<file path="src/rtl/preserve_pipe.sv">
// preserve_pipe: elastic register chain in which every stage either loads its
// upstream value or keeps its own. Bubbles collapse, so a gap anywhere lets
// every stage upstream of it move. Flush kills all stages and clears the
// stall counter.
module preserve_pipe #(
  parameter int               WIDTH     = 16,
  parameter int               STAGES    = 2,
  parameter logic [WIDTH-1:0] RESET_VAL = '0,
  parameter int               CNT_W     = 8,
  localparam int              OCC_W     = $clog2(STAGES + 1)
) (
  input  logic             clk,
  input  logic             rst,
  input  logic             flush,
  input  logic [WIDTH-1:0] in_data,
  input  logic             in_valid,
  output logic             in_ready,
  output logic [WIDTH-1:0] out_data,
  output logic             out_valid,
  input  logic             out_ready,
  output logic [OCC_W-1:0] occupancy,
  output logic [CNT_W-1:0] stall_cnt
);

  localparam logic [CNT_W-1:0] CNT_MAX = '1;

  logic [STAGES-1:0] v;
  logic [STAGES-1:0] adv;
  logic [STAGES-1:0] src_valid;
  logic [WIDTH-1:0]  d        [STAGES];
  logic [WIDTH-1:0]  src_data [STAGES];

  // A stage may advance when the output drains or any stage from it to the
  // output is empty. Written as a reduction so there is no combinational
  // self-reference along the chain.
  for (genvar g = 0; g < STAGES; g++) begin : g_adv
    assign adv[g] = out_ready | ~(&v[STAGES-1:g]);
  end

  assign in_ready  = adv[0] & ~flush;
  assign out_valid = v[STAGES-1];
  assign out_data  = d[STAGES-1];

  // Source of each stage: the input port for stage 0, the previous stage otherwise.
  always_comb begin
    src_valid[0] = in_valid;
    src_data[0]  = in_data;
    for (int i = 1; i < STAGES; i++) begin
      src_valid[i] = v[i-1];
      src_data[i]  = d[i-1];
    end
  end

  // Stage registers: load on advance, otherwise preserve; flush clears valids only.
  always_ff @(posedge clk or posedge rst) begin
    if (rst) begin
      v <= '0;
      for (int i = 0; i < STAGES; i++) begin
        d[i] <= RESET_VAL;
      end
    end else begin
      for (int i = 0; i < STAGES; i++) begin
        if (flush) begin
          v[i] <= 1'b0;
        end else if (adv[i]) begin
          v[i] <= src_valid[i];
        end
        if (!flush && adv[i] && src_valid[i]) begin
          d[i] <= src_data[i];
        end
      end
    end
  end

  // Saturating count of cycles where the output is held back downstream.
  always_ff @(posedge clk or posedge rst) begin
    if (rst) begin
      stall_cnt <= '0;
    end else if (flush) begin
      stall_cnt <= '0;
    end else if (out_valid && !out_ready && stall_cnt != CNT_MAX) begin
      stall_cnt <= stall_cnt + 1'b1;
    end
  end

  // Number of occupied stages.
  always_comb begin
    occupancy = '0;
    for (int i = 0; i < STAGES; i++) begin
      occupancy = occupancy + OCC_W'(v[i]);
    end
  end

endmodule

</file>
<file path="config.mk">
export PLATFORM = sky130hd
export DESIGN_NAME = preserve_pipe
export DESIGN_NICKNAME = d
export VERILOG_FILES = /design/src/rtl/preserve_pipe.sv
export SDC_FILE = /design/constraint.sdc
export NUM_CORES = 1
export LEC_CHECK = 0
export BUFFER_PORTS_ARGS = -buffer_cell sky130_fd_sc_hd__buf_2
export CAP_MARGIN = 20
export CORE_MARGIN = 4
export CORE_UTILIZATION = 25
export CTS_CLUSTER_DIAMETER = 50
export DETAILED_ROUTE_END_ITERATION = 10
export PLACE_DENSITY = 0.51
export SYNTH_ARGS = -nofsm -noshare
export SYNTH_HDL_FRONTEND = slang
export SYNTH_SLANG_ARGS = --single-unit
</file>
<file path="constraint.sdc">
create_clock -name clk -period 1.8 [get_ports clk]
set_clock_uncertainty 0.05 [all_clocks]
set_input_delay 0 -clock clk [delete_from_list [all_inputs] [get_ports clk]]
set_output_delay 0 -clock clk [all_outputs]
set_load 0.02 [all_outputs]
</file>
After elaboration in Yosys (flattened, before gate mapping)
Cells that the tools add are included.
{"block": "classes", "n_addsub": 2, "eq_ne": 1, "mux": 6, "bitwise": 6, "n_reduce_logical": 12}
{"cell": "$mux W8", "n": 2}
{"cell": "$add A8 B1 Y8 const B", "n": 1}
{"cell": "$ne A8 B8 Y1 const B", "n": 1}
{"cell": "$logic_and A1 B1 Y1", "n": 6}
{"cell": "$reduce_bool A2 Y1", "n": 3}
{"cell": "$mux W1", "n": 4}
{"cell": "$not A1 Y1", "n": 3}
{"cell": "$add A1 B1 Y2", "n": 1}
{"cell": "$logic_not A1 Y1", "n": 2}
{"cell": "$or A1 B1 Y1", "n": 2}
{"cell": "$reduce_and A2 Y1", "n": 1}
{"cell": "$and A1 B1 Y1", "n": 1}
{"block": "word_totals", "regBits": 42, "output_inout_bits": 28, "wordCells": 32}

Logic depth before layout (Yosys ltp)
{"block": "depth", "ltp_word": 5, "mapped_depth": 7, "ltp_nobuf": 5}

Least setup slack after synthesis
OpenSTA, ideal clock, no wires.
{"block": "synth_path", "path_kind": "flip-flop to flip-flop", "start": "register v[1]", "end": "register d[16] (netlist name)", "t_arrival_ns": 2.058, "t_required_ns": 1.623, "slack_ns": -0.435, "path_stages_with_launch": 8, "path_buffers": 2, "period_less_slack_ns": 2.235, "path_cell_list": "dfrtp_1 ha_1 nor2b_1 nor2_1 and2_1 buf_2 buf_6 mux2_1"}
{"block": "synth_between", "elab_chain_len": 5}
{"item": "start, declared", "line": "27", "text": "logic [STAGES-1:0] v;"}
{"item": "start signal, assigned by index", "line": "66", "text": "v[i] <= src_valid[i];"}
{"item": "$reduce_and A2 Y1", "line": "37", "text": "assign adv[g] = out_ready | ~(&v[STAGES-1:g]);"}
{"item": "$not A1 Y1", "line": "37"}
{"item": "$or A1 B1 Y1", "line": "37"}
{"item": "$logic_and A1 B1 Y1 (2 in a row)", "line": "68", "text": "if (!flush && adv[i] && src_valid[i]) begin"}
{"item": "end signal, assigned by index", "line": "69", "text": "d[i] <= src_data[i];"}
{"item": "end, declared", "line": "30", "text": "logic [WIDTH-1:0] d [STAGES];"}
No other way between the ends.
A chain may end at the register's enable or synchronous reset.

Final worst setup path
{"block": "layout_path", "start": "register v[0]", "end": "register d[30] (netlist name)"}
The elaborated chain is that of the path after synthesis.

==> results.yml <==
yosys:
  async_flop_share: 1.00
  synth_edf_count: 0
  synth_cell_types: 32
  yosysSeqAreaShare: 0.557
  synthesis.instances: 139
  yosys_register_bits: 42
  synth_area_leaders: "dfrtp_1 (56%), mux2_1 (9.5%), mux2_4 (8.0%), buf_4 (6.4%), mux2_2 (3.6%)"
  synth-main-ff-cell: "dfrtp_1"
  synth_top_cell_area_share: 0.557
  postSynthAreaPerCell_um2: 13.6
  synth_area_um2: 1890
  ys_warn_count: 0
  synthesis.nets: 162
  synth.largest_area_cell: "dfrtp_1"
cells_and_area:
  layout-drive-gt1-share: 0.426
  area_growth_pct: 29.2
  design_area_um2: 2440
  final_nets: 219
  diodes: 0
clocking:
  clock_latency_ps: 290
  cts_made_buffers: 5
  cts-root-buf: "clkbuf_8"
  clkTransAtPathRegs_ps: 80
  cts_buffer_depth: 2
  cts_tree: "done"
  cts_sinks: 42
  h-tree-depth: 2
  post_cts_buffers: 0
worst_setup_path:
  path_max_fanout: 16
  critPathKind: "reg -> reg"
  cp-start-kind: "flop"
  path_buf_inv: 0
  critical-path-top-delay-family: "simple AND/OR/NAND/NOR gates"
  regToRegEndpoint: "d[30]$_DFFE_PP0P_"
  rr_startpoint: "v[0]$_DFFE_PP0P_"
  cp_slowest_cell: "dfrtp_1"
  required_ps: 1930
  cp-end-kind: "flop"
  slowest_delay_ps: 440
  path_cells: "ha_4 > nor2b_4 > nor2_4 > and2_4 > mux2_2"
  rrSetupSlack_ps: 130
  reg2regPathDepth: 5
  cp.arrival_ps: 1800
  crit_path_start: "v[0]$_DFFE_PP0P_"
hold_path:
  hold_class: "in -> reg"
  hp-start: "out_ready"
  min_to: "v[0]$_DFFE_PP0P_"
  whs_path_depth: 4
outcome:
  status: "completed"
timing:
  rsz0062_at_grt: "false"
  fin_tns_setup_ps: 0
  report.final.slew_viol_count: 0
  hold_viol: 0
  relSlewSlack: 0.647
  fmax_mhz: 598
  tightest_slew_ps: 529
  min_period_ps: 1670
  setup_viol: 0
  fin_crit_sh: 0.930
global_routing:
  grt_pass1_vias: 1276
  grt_max_degree: 26
  grt_first_pass_wirelength_um: 6370
  grt-ovfl-total: 0
  grt_usage: 0.0935
  antenna_found_initial: 0
pwr:
  seqPwrFrac: 0.499
  p_per_area_nw_per_um2: 980
  irDropWorstVdd_mv: 0.257
  p_leak_nw: 1.16
  sw_frac_of_total: 0.285
  clock_power_share: 0.260
  comb_power_share: 0.241
  internal_power_w: 0.00171
  switching_power_w: 0.000682
floorplanning:
  io_pins: 49
  start_util: 0.259
  fp.dieW_um: 94.9
  dieArea_um2: 9000
  fp.coreArea_um2: 7290
  die_h_um: 94.9
  std_cell_rows: 31
detailed_routing:
  firstDrtPassIters: 2
  drtIter0Drc: 25
  wire_per_inst_um: 12.9
  wl_um: 3830
  vias: 1204
  post_drt_via_cell_ratio: 4.07
  drcViolationCount: 0
  postRouteAntennaNets: 0
placed_design:
  place_hpwl_um: 2770
  gp_congestion: 0.655
  io_buffer_count: 48
  post_dp_cell_area_um2: 2160
job:
  maxCapViolCount: 0
==> Yosys cell counts, types with 2 or more instances <==
library cell  instances
nand4_1               2
mux2_2                6
buf_4                16
a21oi_1               5
mux2_4               10
buf_6                 3
inv_1                 2
mux2i_1               2
xor2_1                2
o21ai_0               3
nor3_1                2
dfrtp_1              42
nor2_1                9
ha_1                  2
mux2_1               16
==> through the flow <==
stage / worst slack, ps / cells / total power [W] / utilization / hold WS [ps]
after global placement: 117 / 269 / 0.00176 / 0.296 / 36.2
after detailed placement: 102 / 269 / 0.00178 / 0.296 / 30.5
final: 126 / 296 / 0.00239 / 0.334 / 81.3
after CTS: 82.9 / 296 / 0.00245 / 0.334 / 75.5
after floorplan: -50.7 / 139 / 0.00174 / - / -20.3
after global routing: 16.6 / 296 / 0.00254 / 0.334 / 86.2
==> how the worst max path moves through the flow <==
stage	to	cells past startpoint
after floorplan	d[18]$_DFFE_PP0P_	7
after global placement	d[31]$_DFFE_PP0P_	5
after detailed placement	d[30]$_DFFE_PP0P_	5
after CTS	d[30]$_DFFE_PP0P_	5
after global routing	d[18]$_DFFE_PP0P_	5
final	d[30]$_DFFE_PP0P_	5
==> flip-flops by register name, indices dropped and copies added, names as in the netlist <==
register   count
d             16
v              2
out_data      16
stall_cnt      8
==> placed cells by master, fill, tap and decap left out, types with 2 or more instances in the layout <==
master and instances:
nor2_1 8, o21ai_0 3, mux2_4 12, xor2_1 2
mux2_2 6, nor3_1 2, buf_2 48, mux2i_1 2
a21oi_1 5, clkbuf_8 6, nand4_1 2, dfrtp_1 41
buf_4 4, mux2_1 14, dlygate4sd3_1 19
==> tightest hold or removal path: cells and delay by family <==
kind	cells	cell delay [ps]
mux	1	140
buf+inv	1	130
simple gates	2	110
==> cell families after synthesis <==
logic type / after synthesis / share of synthesized area
flip-flops: 42 / 0.557
multiplexers: 34 / 0.221
AND/OR/NAND/NOR: 24 / 0.0710
buffers and inverters: 23 / 0.0902
AO/OA/AOI/OAI: 12 / 0.0378
XOR/XNOR: 2 / 0.00929
adder cells (fa/ha/maj): 2 / 0.0133
==> per-layer routing <==
layer	up-vias	share of wire	global-route usage
met5	-	0	0
met4	0	0.016	0.0361
met3	5	0.072	0.0359
met2	31	0.47	0.153
met1	588	0.44	0.110
li1	580	-	-
==> layout make-up <==
| class | count | area (um^2) |
|---|---|---|
| inverter | 2 | 7.51 |
| tap | 99 | 124 |
| multi-input combinational | 74 | 703 |
| sequential | 42 | 1050 |
| fill | 784 | 4850 |
| timing repair buffer | 71 | 460 |
| clock inverter | 1 | 5.00 |
| clock buffer | 7 | 86.3 |
==> power by group through the flow <==
stage	registers, W	logic, W	clock network (W)
global route	0.00122	0.000625	0.000697
CTS	0.00120	0.000590	0.000661
global placement	0.00121	0.000550	0
floorplan	0.00119	0.000546	0
detailed placement	0.00122	0.000558	0
finish	0.00119	0.000576	0.000621
==> repair_timing <==
item / CTS / global route
hold endpoints to repair: 44 / 0
hold buffers: 19 / 0
resized for setup: 0 / 0
No activity file was read; power rests on OpenSTA's default activity.
